===== config.mk =====
export PLATFORM = sky130hd
export DESIGN_NAME = hazard_stall_unit_flat
export DESIGN_NICKNAME = d
export VERILOG_FILES = /design/src/rtl/hazard_stall_unit_pkg.sv /design/src/rtl/hazard_stall_unit_if.sv /design/src/rtl/hazard_stall_unit_md_busy_counter.sv /design/src/rtl/hazard_stall_unit.sv /design/src/flat_wrapper.sv
export SDC_FILE = /design/constraint.sdc
export NUM_CORES = 1
export LEC_CHECK = 0
export CAP_MARGIN = 20
export CORE_AREA = 5 5 64 66
export CTS_BUF_LIST = sky130_fd_sc_hd__clkbuf_16
export DETAILED_ROUTE_END_ITERATION = 10
export DIE_AREA = 0 0 69 71
export PLACE_DENSITY = 0.72
export SETUP_SLACK_MARGIN = 0.1
export SLEW_MARGIN = 20
export SYNTH_ARGS = -nofsm -noshare
export SYNTH_HDL_FRONTEND = slang
export SYNTH_SLANG_ARGS = --single-unit

===== constraint.sdc =====
create_clock -name clk -period 1.66 [get_ports clk]
set_input_delay 0.166 -clock clk [delete_from_list [all_inputs] [get_ports clk]]
set_output_delay 0.166 -clock clk [all_outputs]
set_load 0.01 [all_outputs]

===== src/rtl/hazard_stall_unit_pkg.sv =====
// Shared codes and helpers for the pipeline hazard/stall unit.
// Tnew/Tuse encodings match the decoder's stage-timing fields.
package hazard_stall_unit_pkg;

    localparam logic [1:0] PC_T      = 2'd0;
    localparam logic [1:0] ALU_T     = 2'd1;
    localparam logic [1:0] DM_T      = 2'd2;
    localparam logic [1:0] TUSE_NONE = 2'd3;

    localparam int unsigned MULT_CYC_DEF = 5;
    localparam int unsigned DIV_CYC_DEF  = 10;
    localparam int unsigned CNT_W_DEF    = 4;

    typedef struct packed {
        logic [4:0] a3;
        logic [1:0] tnew;
    } stage_t;

    function automatic logic [1:0] sat0_dec(input logic [1:0] t);
        return (t == 2'd0) ? 2'd0 : t - 2'd1;
    endfunction

    // $0 never matches; a tnew that exceeds tuse means the value arrives too late to forward.
    function automatic logic hz_match(input logic [4:0] x, input logic [4:0] a3,
                                      input logic [1:0] tnew, input logic [1:0] tuse);
        return (x != 5'd0) && (x == a3) && (tnew > tuse);
    endfunction

endpackage


===== src/rtl/hazard_stall_unit_if.sv =====
// Decoded D-stage fields in, stall controls and per-stage destination state out.
interface hazard_stall_unit_if;

    logic [4:0] rs_D;
    logic [4:0] rt_D;
    logic [1:0] tuse_rs_D;
    logic [1:0] tuse_rt_D;
    logic [4:0] a3_D;
    logic [1:0] tnew_D;
    logic       md_use_D;
    logic       md_start_D;
    logic       md_div_D;

    logic       stall;
    logic       pc_en;
    logic       d_en;
    logic       e_clr;
    logic [4:0] a3_E;
    logic [4:0] a3_M;
    logic [4:0] a3_W;
    logic [1:0] tnew_E;
    logic [1:0] tnew_M;
    logic       md_busy;

    modport master (
        output rs_D, rt_D, tuse_rs_D, tuse_rt_D, a3_D, tnew_D, md_use_D, md_start_D, md_div_D,
        input  stall, pc_en, d_en, e_clr, a3_E, a3_M, a3_W, tnew_E, tnew_M, md_busy
    );

    modport slave (
        input  rs_D, rt_D, tuse_rs_D, tuse_rt_D, a3_D, tnew_D, md_use_D, md_start_D, md_div_D,
        output stall, pc_en, d_en, e_clr, a3_E, a3_M, a3_W, tnew_E, tnew_M, md_busy
    );

endinterface


===== src/rtl/hazard_stall_unit_md_busy_counter.sv =====
// Mult/div busy counter: loads the operation latency, counts down, flags busy while nonzero.
module hazard_stall_unit_md_busy_counter #(
    parameter int unsigned CNT_W = 4
) (
    input  logic             clk,
    input  logic             reset,
    input  logic             load,
    input  logic [CNT_W-1:0] load_val,
    output logic             busy
);

    logic [CNT_W-1:0] cnt_q;
    logic [CNT_W-1:0] cnt_d;

    always_comb begin
        cnt_d = cnt_q;
        if (load) begin
            cnt_d = load_val;
        end else if (cnt_q != '0) begin
            cnt_d = cnt_q - CNT_W'(1);
        end
    end

    always_ff @(posedge clk or posedge reset) begin
        if (reset) begin
            cnt_q <= '0;
        end else begin
            cnt_q <= cnt_d;
        end
    end

    assign busy = (cnt_q != '0);

endmodule


===== src/rtl/hazard_stall_unit.sv =====
// Tracks in-flight destinations/Tnew through E/M/W and stalls D on Tuse conflicts
// or HI/LO access while the mult/div unit is busy.
module hazard_stall_unit
    import hazard_stall_unit_pkg::*;
#(
    parameter int unsigned MULT_CYC = MULT_CYC_DEF,
    parameter int unsigned DIV_CYC  = DIV_CYC_DEF,
    parameter int unsigned CNT_W    = CNT_W_DEF
) (
    input  logic              clk,
    input  logic              reset,
    hazard_stall_unit_if.slave hz
);

    localparam logic [CNT_W-1:0] MULT_LD = CNT_W'(MULT_CYC);
    localparam logic [CNT_W-1:0] DIV_LD  = CNT_W'(DIV_CYC);

    stage_t     e_q;
    stage_t     e_d;
    stage_t     m_q;
    stage_t     m_d;
    logic [4:0] w_q;

    logic             stall;
    logic             md_busy;
    logic             md_load;
    logic [CNT_W-1:0] md_load_val;

    // W always has Tnew = 0, so it can always forward and never stalls.
    always_comb begin
        stall = hz_match(hz.rs_D, e_q.a3, e_q.tnew, hz.tuse_rs_D)
              | hz_match(hz.rt_D, e_q.a3, e_q.tnew, hz.tuse_rt_D)
              | hz_match(hz.rs_D, m_q.a3, m_q.tnew, hz.tuse_rs_D)
              | hz_match(hz.rt_D, m_q.a3, m_q.tnew, hz.tuse_rt_D)
              | (hz.md_use_D & md_busy);
    end

    always_comb begin
        m_d.a3   = e_q.a3;
        m_d.tnew = sat0_dec(e_q.tnew);
        if (stall) begin
            e_d.a3   = 5'd0;
            e_d.tnew = PC_T;
        end else begin
            e_d.a3   = hz.a3_D;
            e_d.tnew = hz.tnew_D;
        end
    end

    always_ff @(posedge clk or posedge reset) begin
        if (reset) begin
            e_q <= '0;
            m_q <= '0;
            w_q <= 5'd0;
        end else begin
            e_q <= e_d;
            m_q <= m_d;
            w_q <= m_q.a3;
        end
    end

    assign md_load     = ~stall & hz.md_start_D;
    assign md_load_val = hz.md_div_D ? DIV_LD : MULT_LD;

    hazard_stall_unit_md_busy_counter #(
        .CNT_W (CNT_W)
    ) u_md_busy_counter (
        .clk      (clk),
        .reset    (reset),
        .load     (md_load),
        .load_val (md_load_val),
        .busy     (md_busy)
    );

    assign hz.stall   = stall;
    assign hz.pc_en   = ~stall;
    assign hz.d_en    = ~stall;
    assign hz.e_clr   = stall;
    assign hz.a3_E    = e_q.a3;
    assign hz.a3_M    = m_q.a3;
    assign hz.a3_W    = w_q;
    assign hz.tnew_E  = e_q.tnew;
    assign hz.tnew_M  = m_q.tnew;
    assign hz.md_busy = md_busy;

endmodule


===== src/flat_wrapper.sv =====
// flat-port wrapper written by rule: the top's interface ports become plain ports
module hazard_stall_unit_flat import hazard_stall_unit_pkg::*;
#(
    parameter int unsigned MULT_CYC = MULT_CYC_DEF,
    parameter int unsigned DIV_CYC  = DIV_CYC_DEF,
    parameter int unsigned CNT_W    = CNT_W_DEF
)
  (clk, reset, hz_rs_D, hz_rt_D, hz_tuse_rs_D, hz_tuse_rt_D, hz_a3_D, hz_tnew_D, hz_md_use_D, hz_md_start_D, hz_md_div_D, hz_stall, hz_pc_en, hz_d_en, hz_e_clr, hz_a3_E, hz_a3_M, hz_a3_W, hz_tnew_E, hz_tnew_M, hz_md_busy);
  hazard_stall_unit_if hz_i ();
  input  logic clk;
  input  logic reset;
  input wire logic [$bits(hz_i.rs_D)-1:0] hz_rs_D;
  input wire logic [$bits(hz_i.rt_D)-1:0] hz_rt_D;
  input wire logic [$bits(hz_i.tuse_rs_D)-1:0] hz_tuse_rs_D;
  input wire logic [$bits(hz_i.tuse_rt_D)-1:0] hz_tuse_rt_D;
  input wire logic [$bits(hz_i.a3_D)-1:0] hz_a3_D;
  input wire logic [$bits(hz_i.tnew_D)-1:0] hz_tnew_D;
  input wire logic [$bits(hz_i.md_use_D)-1:0] hz_md_use_D;
  input wire logic [$bits(hz_i.md_start_D)-1:0] hz_md_start_D;
  input wire logic [$bits(hz_i.md_div_D)-1:0] hz_md_div_D;
  output wire logic [$bits(hz_i.stall)-1:0] hz_stall;
  output wire logic [$bits(hz_i.pc_en)-1:0] hz_pc_en;
  output wire logic [$bits(hz_i.d_en)-1:0] hz_d_en;
  output wire logic [$bits(hz_i.e_clr)-1:0] hz_e_clr;
  output wire logic [$bits(hz_i.a3_E)-1:0] hz_a3_E;
  output wire logic [$bits(hz_i.a3_M)-1:0] hz_a3_M;
  output wire logic [$bits(hz_i.a3_W)-1:0] hz_a3_W;
  output wire logic [$bits(hz_i.tnew_E)-1:0] hz_tnew_E;
  output wire logic [$bits(hz_i.tnew_M)-1:0] hz_tnew_M;
  output wire logic [$bits(hz_i.md_busy)-1:0] hz_md_busy;
  assign hz_i.rs_D = hz_rs_D;
  assign hz_i.rt_D = hz_rt_D;
  assign hz_i.tuse_rs_D = hz_tuse_rs_D;
  assign hz_i.tuse_rt_D = hz_tuse_rt_D;
  assign hz_i.a3_D = hz_a3_D;
  assign hz_i.tnew_D = hz_tnew_D;
  assign hz_i.md_use_D = hz_md_use_D;
  assign hz_i.md_start_D = hz_md_start_D;
  assign hz_i.md_div_D = hz_md_div_D;
  assign hz_stall = hz_i.stall;
  assign hz_pc_en = hz_i.pc_en;
  assign hz_d_en = hz_i.d_en;
  assign hz_e_clr = hz_i.e_clr;
  assign hz_a3_E = hz_i.a3_E;
  assign hz_a3_M = hz_i.a3_M;
  assign hz_a3_W = hz_i.a3_W;
  assign hz_tnew_E = hz_i.tnew_E;
  assign hz_tnew_M = hz_i.tnew_M;
  assign hz_md_busy = hz_i.md_busy;
  hazard_stall_unit #(.MULT_CYC(MULT_CYC), .DIV_CYC(DIV_CYC), .CNT_W(CNT_W)) u_core (.clk(clk), .reset(reset), .hz(hz_i));
endmodule

---- Word-level counts from Yosys, hierarchy flattened ----
Index checks and enable logic that the tools add are counted.
storage, ports and cells
  register bits after elaboration ......... 23
  word-level logic and storage cells ...... 41
  output and inout bits ................... 24
  input port bits ......................... 26
operators by class
  $add $sub $neg .......................... 2
  muxes and demuxes ....................... 5
  bitwise gates (word level) .............. 7
  magnitude comparators ................... 4
  reductions and logical operators ........ 13
  eq/ne operators ......................... 4
operators by type and width
  operator                                                             number
  5-bit == test                                                        4
  4-bit 2-to-1 mux                                                     3
  5-bit nonzero test                                                   2
  2-bit greater-than comparator                                        4
  1-bit logical AND                                                    8
  7-bit 2-to-1 mux                                                     1
  1-bit bitwise OR                                                     4
  4-bit nonzero test                                                   1
  4-bit by 1-bit subtractor with 4-bit output (second input constant)  1
  1-bit AND                                                            2
  2-bit logical NOT                                                    1
  2-bit 2-to-1 mux                                                     1
  2-bit nonzero test                                                   1
  2-bit by 1-bit subtractor with 2-bit output (second input constant)  1
  1-bit inverter                                                       1

---- Longest topological paths before layout ----
Gate-level depths: netlist of the first run.
  depth after elaboration ................. 10
  gate-level depth with buffers ........... 9
  depth with buffers taken out ............ 8

---- Modules after synthesis ----
From an unflattened synthesis of the first run, not the netlist that was laid out.
second synthesis, totals
  cell total of the unflattened synthesis .. 131
  area total of the unflattened synthesis .. 1,401.3 um^2
by module, submodules not included
  module                             cells an instance  sequential area each (um^2)  area an instance (um^2)  times used
  hazard_stall_unit                  107                475.5                        1,151.1                  1
  hazard_stall_unit_md_busy_counter  24                 100.1                        250.2                    1

---- Worst setup path before layout of the first run ----
Ideal clock, no wire load.
  kind .................................... reg-to-output
  from .................................... reg u_core.e_q (netlist bit u_core.hz.tnew_E[1])
  to ...................................... out hz_pc_en
  buffers on the path ..................... 1
  arrival ................................. 1.909 ns
  required time ........................... 1.494 ns
  setup slack ............................. -0.415 ns
  stages on the path, launching flop included .. 9
  cells stage by stage .................... dfrtp_1 -> ha_1 -> nand2_1 -> nand4_1 -> nor4_1 -> o22ai_1 -> nand3_1 -> inv_1 -> buf_4
on the way
  longest elaborated chain between the ends .. 7
  elaborated cells on any way between the ends .. 9
  those cells by class .................... 2 x order compare; 5 x bitwise; 2 x reduce/logical
ends and longest elaborated chain
  item                           RTL line                     text
  start: declaration             hazard_stall_unit.sv:18      stage_t e_q;
  start signal: assignment       hazard_stall_unit.sv:52      e_q <= '0;
  start signal: assignment       hazard_stall_unit.sv:56      e_q <= e_d;
  2-bit greater-than comparator  hazard_stall_unit_pkg.sv:26  return (x != 5'd0) && (x == a3) && (tnew > tuse);
  1-bit logical AND              hazard_stall_unit_pkg.sv:26
  1-bit bitwise OR (*)           hazard_stall_unit.sv:32      | hz_match(hz.rt_D, e_q.a3, e_q.tnew, hz.tuse_rt_D)
  1-bit bitwise OR (*)           hazard_stall_unit.sv:33      | hz_match(hz.rs_D, m_q.a3, m_q.tnew, hz.tuse_rs_D)
  1-bit bitwise OR (*)           hazard_stall_unit.sv:34      | hz_match(hz.rt_D, m_q.a3, m_q.tnew, hz.tuse_rt_D)
  1-bit bitwise OR (*)           hazard_stall_unit.sv:35      | (hz.md_use_D & md_busy);
  net hz_e_clr                   flat_wrapper.sv:24           output wire logic [$bits(hz_i.e_clr)-1:0] hz_e_clr;
  1-bit inverter (*)             -
  end: declaration               flat_wrapper.sv:22           output wire logic [$bits(hz_i.pc_en)-1:0] hz_pc_en;
Mark *: on every way through the listed nets, which the timed path passes. The rest lies on a longest branch.

---- Final worst setup path of the first run ----
  from .................................... reg u_core.m_q (netlist bit u_core.hz.tnew_M[0])
  to ...................................... out hz_pc_en
on the way
  longest elaborated chain between the ends .. 6
  elaborated cells on any way between the ends .. 8
  those cells by class .................... 2 x order compare; 4 x bitwise; 2 x reduce/logical
ends and longest elaborated chain
  item                           RTL line                     text
  start: declaration             hazard_stall_unit.sv:20      stage_t m_q;
  start signal: assignment       hazard_stall_unit.sv:57      m_q <= m_d;
  2-bit greater-than comparator  hazard_stall_unit_pkg.sv:26
  1-bit logical AND              hazard_stall_unit_pkg.sv:26
  1-bit bitwise OR               hazard_stall_unit.sv:33
  1-bit bitwise OR (*)           hazard_stall_unit.sv:34
  1-bit bitwise OR (*)           hazard_stall_unit.sv:35
  1-bit inverter (*)             hazard_stall_unit.sv:76      assign hz.pc_en = ~stall;
Every way passes the cells marked *; elsewhere a longest branch is shown, timed or not.

==> impl_metrics.json, run 1 <==
{
  "ctsHoldBuffers": 0,
  "worstHoldPathType": "primary input to async pin",
  "wl_per_cell_um": 15.66,
  "drt-vias-per-instance": 4.538,
  "synth.area.top_cells": "dfrtp_1, ha_1, xnor2_1, xor2_1, inv_1",
  "slew_violations": 0,
  "grt_pass1_wl_um": 6430,
  "setup_slack_ns": -0.4704,
  "dp.final_hpwl_um": 2864,
  "std_cell_rows": 22,
  "drc": 0,
  "cts_inserted_buffers": 3,
  "diodes": 0,
  "setup_tns_ns": -4.566,
  "antenna_found_initial": 0,
  "rsz0062_at_grt": "true",
  "peakVddDrop_v": 0.0007677,
  "place_inst": 248,
  "fin_skew_ns": 0.003539,
  "drive_above_1_share_pct": 38.43,
  "r2r_setup_slack_ns": -0.32,
  "hold_viol": 0,
  "routed_wl_um": 4133,
  "grt_usage_pct": 16.56,
  "finalPower_mw": 2.575,
  "synthFlopType": "dfrtp_1",
  "leakage_nw": 1.158,
  "yosys-top-cells-count": "dfrtp_1, inv_1, xnor2_1",
  "fin_cells": 264,
  "die_x_um": 69,
  "port_buffers": 49,
  "synth-async-reset-ratio_pct": 100.0,
  "grt_max_degree": 24,
  "synth_edf_count": 0,
  "startpoint_type": "register",
  "finalCritPeriodShare_pct": 128.3,
  "clockBufferDepth": 2,
  "die_y_um": 71,
  "avgSynthCellArea_um2": 10.17,
  "required_ns": 1.49,
  "critPathCaptureType": "output pin",
  "failed_checks": "negative setup slack",
  "yosysSeqAreaShare_pct": 45.28,
  "ys_warn_count": 0,
  "area_growth_pct": 85.53,
  "synth_area_leader_cell": "dfrtp_1",
  "synth_area_um2": 1271,
  "cp.arrival_ns": 1.96,
  "cts_tree": "done",
  "synthCells": 125,
  "period_minus_slack_ns": 2.130,
  "htree_num_levels": 1,
  "via_count": 1198,
  "max_freq_mhz": 469.4,
  "grt_pass1_vias": 1343,
  "first_pass_iters": 4,
  "cts-root-buf": "clkbuf_16",
  "maxCapViolCount": 0,
  "timing_worst_slew_pin_value_ns": 0.3145,
  "drt-initial-drc-count": 46,
  "dieArea_um2": 4899,
  "overflow": 0,
  "finalSetupViolations": 15,
  "clk_pin_slew_ns": 0.06,
  "yosysMostFrequentCell": "dfrtp_1",
  "status": "complete, but fails checks",
  "clk_latency_ns": 0.26,
  "cts.sinks": 23,
  "gp_congestion": 0.7751,
  "crit_fanout": 4,
  "yosysTopAreaCellShare_pct": 45.28,
  "criticalPathCategory": "register to output pin",
  "ys_seq_elements": 23,
  "n_fill_cell": 291,
  "start_util_pct": 36.08,
  "synth.net_count": 161,
  "pin_count": 50,
  "core_um2": 3523,
  "antenna_left": 0,
  "relSlewSlack_pct": 79.03,
  "p_per_area_nw_per_um2": 1092,
  "synth_cell_types": 22,
  "final_nets": 253
}
-- flip-flops by register name (all words and copies together) (netlist names) --
signal	cells
u_core.hz.a3_E	5
u_core.hz.a3_M	5
u_core.hz.a3_W	5
u_core.hz.tnew_E	2
u_core.hz.tnew_M	2
u_core.u_md_busy_counter.cnt_q	4
-- critical path: stages, from the launching register on --
cell	delay, ns
dfrtp_1	0.39
inv_2	0.09
ha_4	0.20
nand2_2	0.06
nand4_1	0.12
nor4_2	0.28
o22ai_2	0.15
nand3_2	0.13
buf_6	0.13
inv_4	0.04
buf_6	0.11
-- stage by stage --
step | instance area (um^2) | hold WS [ns] | setup WS, ns | util [%]
after floorplan | 1291 | 0.1679 | -0.1002 | -
after global placement | 2029 | 0.5169 | -0.7755 | 57.60
after detailed placement | 2029 | 0.5219 | -0.8504 | 57.60
after CTS | 2187 | 0.2577 | -0.4192 | 62.07
after global routing | 2359 | 0.2915 | -0.5658 | 66.94
final | 2359 | 0.2489 | -0.4704 | 66.94
-- path summary, 6_finish.rpt --
check / startpoint / to / cells past startpoint
setup / recovery: u_core.hz.tnew_M[0]$_DFF_PP0_ / hz_pc_en / 10
hold / removal: reset / u_core.hz.a3_W[1]$_DFF_PP0_ / 3
setup reg to reg: u_core.hz.tnew_M[0]$_DFF_PP0_ / u_core.u_md_busy_counter.cnt_q[1]$_DFFE_PP0P_ / 9
hold reg to reg: u_core.hz.tnew_E[0]$_DFF_PP0_ / u_core.hz.tnew_M[0]$_DFF_PP0_ / 2
max in group asynchronous: reset / u_core.hz.tnew_M[1]$_DFF_PP0_ / 3
min in group clk: hz_a3_D[2] / u_core.hz.a3_E[2]$_DFF_PP0_ / 3
-- final cells by class --
class | instances | area (um^2) | share of cell area [%]
Timing Repair Buffer | 94 | 849.6 | 36.02
Multi-Input combinational cell | 76 | 714.4 | 30.29
Sequential cell | 23 | 578.1 | 24.51
Clock buffer | 3 | 75.07 | 3.183
Inverter | 19 | 73.82 | 3.130
Tap cell | 48 | 60.06 | 2.546
Clock inverter | 1 | 7.507 | 0.3183
-- logic make-up (layout without fill, tap and decap cells) --
family                     Yosys count  after routing  synth area share, %
AOI/OAI and AO/OA                    8              8                3.543
xor gates and xnor gates            22             22                15.16
adders and majority gates           10             10                9.843
buffers and inverters               26            117                9.744
DFF                                 23             23                45.28
muxes                                4              4                3.346
and+or+nand+nor                     32             32                13.09
-- routing by layer --
layer | global-route usage [%] | routed length [um] | up-vias
met5 | 0 | 0 | -
met4 | 4.555 | 63 | 0
met3 | 2.415 | 124 | 7
met2 | 32.31 | 2322 | 35
met1 | 18.56 | 1622 | 571
li1 | - | - | 585
-- power breakdown --
part / switching, mW / internal, mW
clock: 0.217 / 0.327
sequential: 0.102 / 0.679
combinational: 0.501 / 0.749
-- timing repair --
item,CTS,global route
pin swaps,7,9
gates resized for setup,31,26
hold endpoints to repair,0,0
buffers inserted,5,7
endpoints found under the setup margin,16,21
-- placed cells by master (no fill, tap or decap), types with 2 or more instances in the layout --
cell type,count
mux2_4,2
ha_1,3
ha_4,6
xor2_1,9
a21oi_1,4
or4_1,2
mux2i_1,2
nor4_2,4
o22ai_2,2
dfrtp_1,21
xnor2_1,13
dlymetal6s2s_1,5
buf_6,7
inv_1,12
nand2_1,6
buf_4,43
inv_2,6
nand4_1,4
clkbuf_16,3
clkdlybuf4s50_1,38
dfrtp_2,2
nor2_1,9
Power figures use the tool's default switching activity.
==> inputs of run 2 (changes only) <==
- CORE_AREA: 5 5 64 66 -> 2 2 61 63
- DIE_AREA: 0 0 69 71 -> 0 0 63 65
- clock period: 1.66 -> 1.85 ns (I/O delays scaled with it)
==> run 2 against run 1 <==
The flow still finishes with violations (negative setup slack). Flip-flop and latch count stayed put. Global-route usage is 2.5 points higher. Sequential power is 9.2% lower. Combinational power down 25%. Setup slack improved by 0.30 ns. Via count decreased by 1.4%. Power shrank 18%. Hold slack improved by 0.021 ns. Critical path depth decreased by 1. Die area down 16%. Critical path type unchanged. Critical endpoint is now hz_d_en.
==> impl_metrics.json, run 2 (synthesis results as in run 1) <==
{
  "drt-vias-per-instance": 4.631,
  "finalPower_mw": 2.108,
  "grt_pass1_wl_um": 5906,
  "ctsHoldBuffers": 0,
  "core_um2": 3496,
  "pwr-share-seq_pct": 33.6,
  "drt-initial-drc-count": 22,
  "via_count": 1181,
  "drive_above_1_share_pct": 33.82,
  "cts_inserted_buffers": 3,
  "fin_skew_ns": 0.0008345,
  "antenna_left": 0,
  "diodes": 0,
  "hold_viol": 0,
  "final_cell_mix": "clkdlybuf4s50_1, buf_4, dfrtp_1",
  "final_common_cell": "clkdlybuf4s50_1",
  "drc": 0,
  "overflow": 0,
  "start_util_pct": 36.36,
  "max_freq_mhz": 495.9,
  "pwr-share-clk_pct": 21.8,
  "routed.top_layer": "met4",
  "finalCritPeriodShare_pct": 109.0,
  "criticalPathCategory": "register to output pin",
  "finish.utilization_pct": 64.85,
  "status": "complete, but fails checks",
  "dp.final_hpwl_um": 2764,
  "dieArea_um2": 4095,
  "required_ns": 1.66,
  "power_frac_comb_pct": 44.6,
  "port_buffers": 49,
  "grt_pass1_vias": 1325,
  "place_inst": 245,
  "wirelength_met1_um": 1349,
  "startpoint_type": "register",
  "grt_usage_pct": 19.10,
  "sw_frac_of_total_pct": 31.44,
  "p_int_mw": 1.445,
  "std_cell_rows": 22,
  "routed_wl_um": 3654,
  "finalSetupViolations": 15,
  "wl_per_cell_um": 14.33,
  "setup_slack_ns": -0.1664,
  "die_x_um": 63,
  "fin_cells": 255,
  "timing_worst_slew_pin_value_ns": 0.3099,
  "wl_met3_um": 118,
  "antenna_found_initial": 0,
  "first_pass_iters": 4,
  "area_growth_pct": 78.35,
  "grt_max_degree": 24,
  "peakVddDrop_v": 0.0005852,
  "clk_latency_ns": 0.25,
  "p_sw_mw": 0.6627,
  "final_nets": 244,
  "failed_checks": "negative setup slack",
  "cts-root-buf": "clkbuf_16",
  "leakage_nw": 1.056,
  "cts.sinks": 23,
  "period_minus_slack_ns": 2.016,
  "met2WireLength_um": 2080,
  "htree_num_levels": 1,
  "rsz0062_at_grt": "true",
  "die_y_um": 65,
  "n_fill_cell": 275,
  "slew_violations": 0,
  "clk_pin_slew_ns": 0.06,
  "postPlaceCellArea_um2": 2007,
  "relSlewSlack_pct": 79.34,
  "clockBufferDepth": 2,
  "critPathCaptureType": "output pin",
  "cp.arrival_ns": 1.83,
  "crit_fanout": 4,
  "gp_congestion": 0.8246,
  "final_cell_area_um2": 2267,
  "maxCapViolCount": 0,
  "setup_tns_ns": -1.779,
  "cts_tree": "done",
  "pin_count": 50,
  "p_per_area_nw_per_um2": 929.8,
  "worstHoldPathType": "primary input to async pin"
}
run 2: power by group through the flow:
| stage | logic, mW | clock network, mW | registers [mW] |
|---|---|---|---|
| after CTS | 0.910 | 0.464 | 0.707 |
| final | 0.940 | 0.459 | 0.709 |
| after floorplan | 0.426 | 0 | 0.715 |
| after detailed placement | 0.842 | 0 | 0.711 |
| after global placement | 0.806 | 0 | 0.704 |
| after global routing | 1.02 | 0.489 | 0.723 |
run 2: path summary, 6_finish.rpt:
path / start / end / slack, ns / depth (start not counted)
worst max-delay path: u_core.hz.tnew_M[0]$_DFF_PP0_ / hz_d_en / -0.17 / 9
worst min-delay path: reset / u_core.hz.a3_W[0]$_DFF_PP0_ / 0.27 / 3
worst max register to register: u_core.hz.tnew_M[1]$_DFF_PP0_ / u_core.hz.a3_E[3]$_DFF_PP0_ / -0.13 / 12
worst min register to register: u_core.hz.tnew_E[0]$_DFF_PP0_ / u_core.hz.tnew_M[0]$_DFF_PP0_ / 0.55 / 2
max in group asynchronous: reset / u_core.hz.tnew_E[1]$_DFF_PP0_ / 1.32 / 3
min in group clk: hz_tnew_D[1] / u_core.hz.tnew_E[1]$_DFF_PP0_ / 0.45 / 3
run 2: layer usage:
layer	vias up	GRT usage, %
met5	-	0
met4	0	8.333
met3	12	3.472
met2	33	38.56
met1	568	18.68
li1	568	-
run 2: cell type report:
class,count,area [um^2],share of cell area [%]
multi-input combinational,76,709.4,31.29
tap,48,60.06,2.649
clock buffer,3,75.07,3.311
timing repair buffer,85,770.7,34.00
inverter,19,71.32,3.146
clock inverter,1,3.754,0.1656
sequential,23,576.8,25.44
run 2: repair_timing:
item | in CTS | in global routing
cloned | 0 | 0
pin swaps | 12 | 7
setup endpoints to repair | 16 | 15
resized for setup | 38 | 10
buffers inserted | 7 | 2
run 2: critical path, stage by stage, from the launching register on:
cell and delay (ns):
dfrtp_1 0.37, inv_2 0.06, ha_1 0.28, nand2_2 0.07
nand4_1 0.14, nor4_2 0.21, o22ai_2 0.16, nand3_2 0.12
inv_2 0.05, buf_6 0.12
run 2: per-stage QoR:
step	hold slack [ns]	worst slack [ns]
after floorplan	0.1869	0.08981
after global placement	0.5127	-0.5559
after detailed placement	0.5213	-0.6564
after CTS	0.2833	-0.2243
after global routing	0.3177	-0.2750
final	0.2696	-0.1664
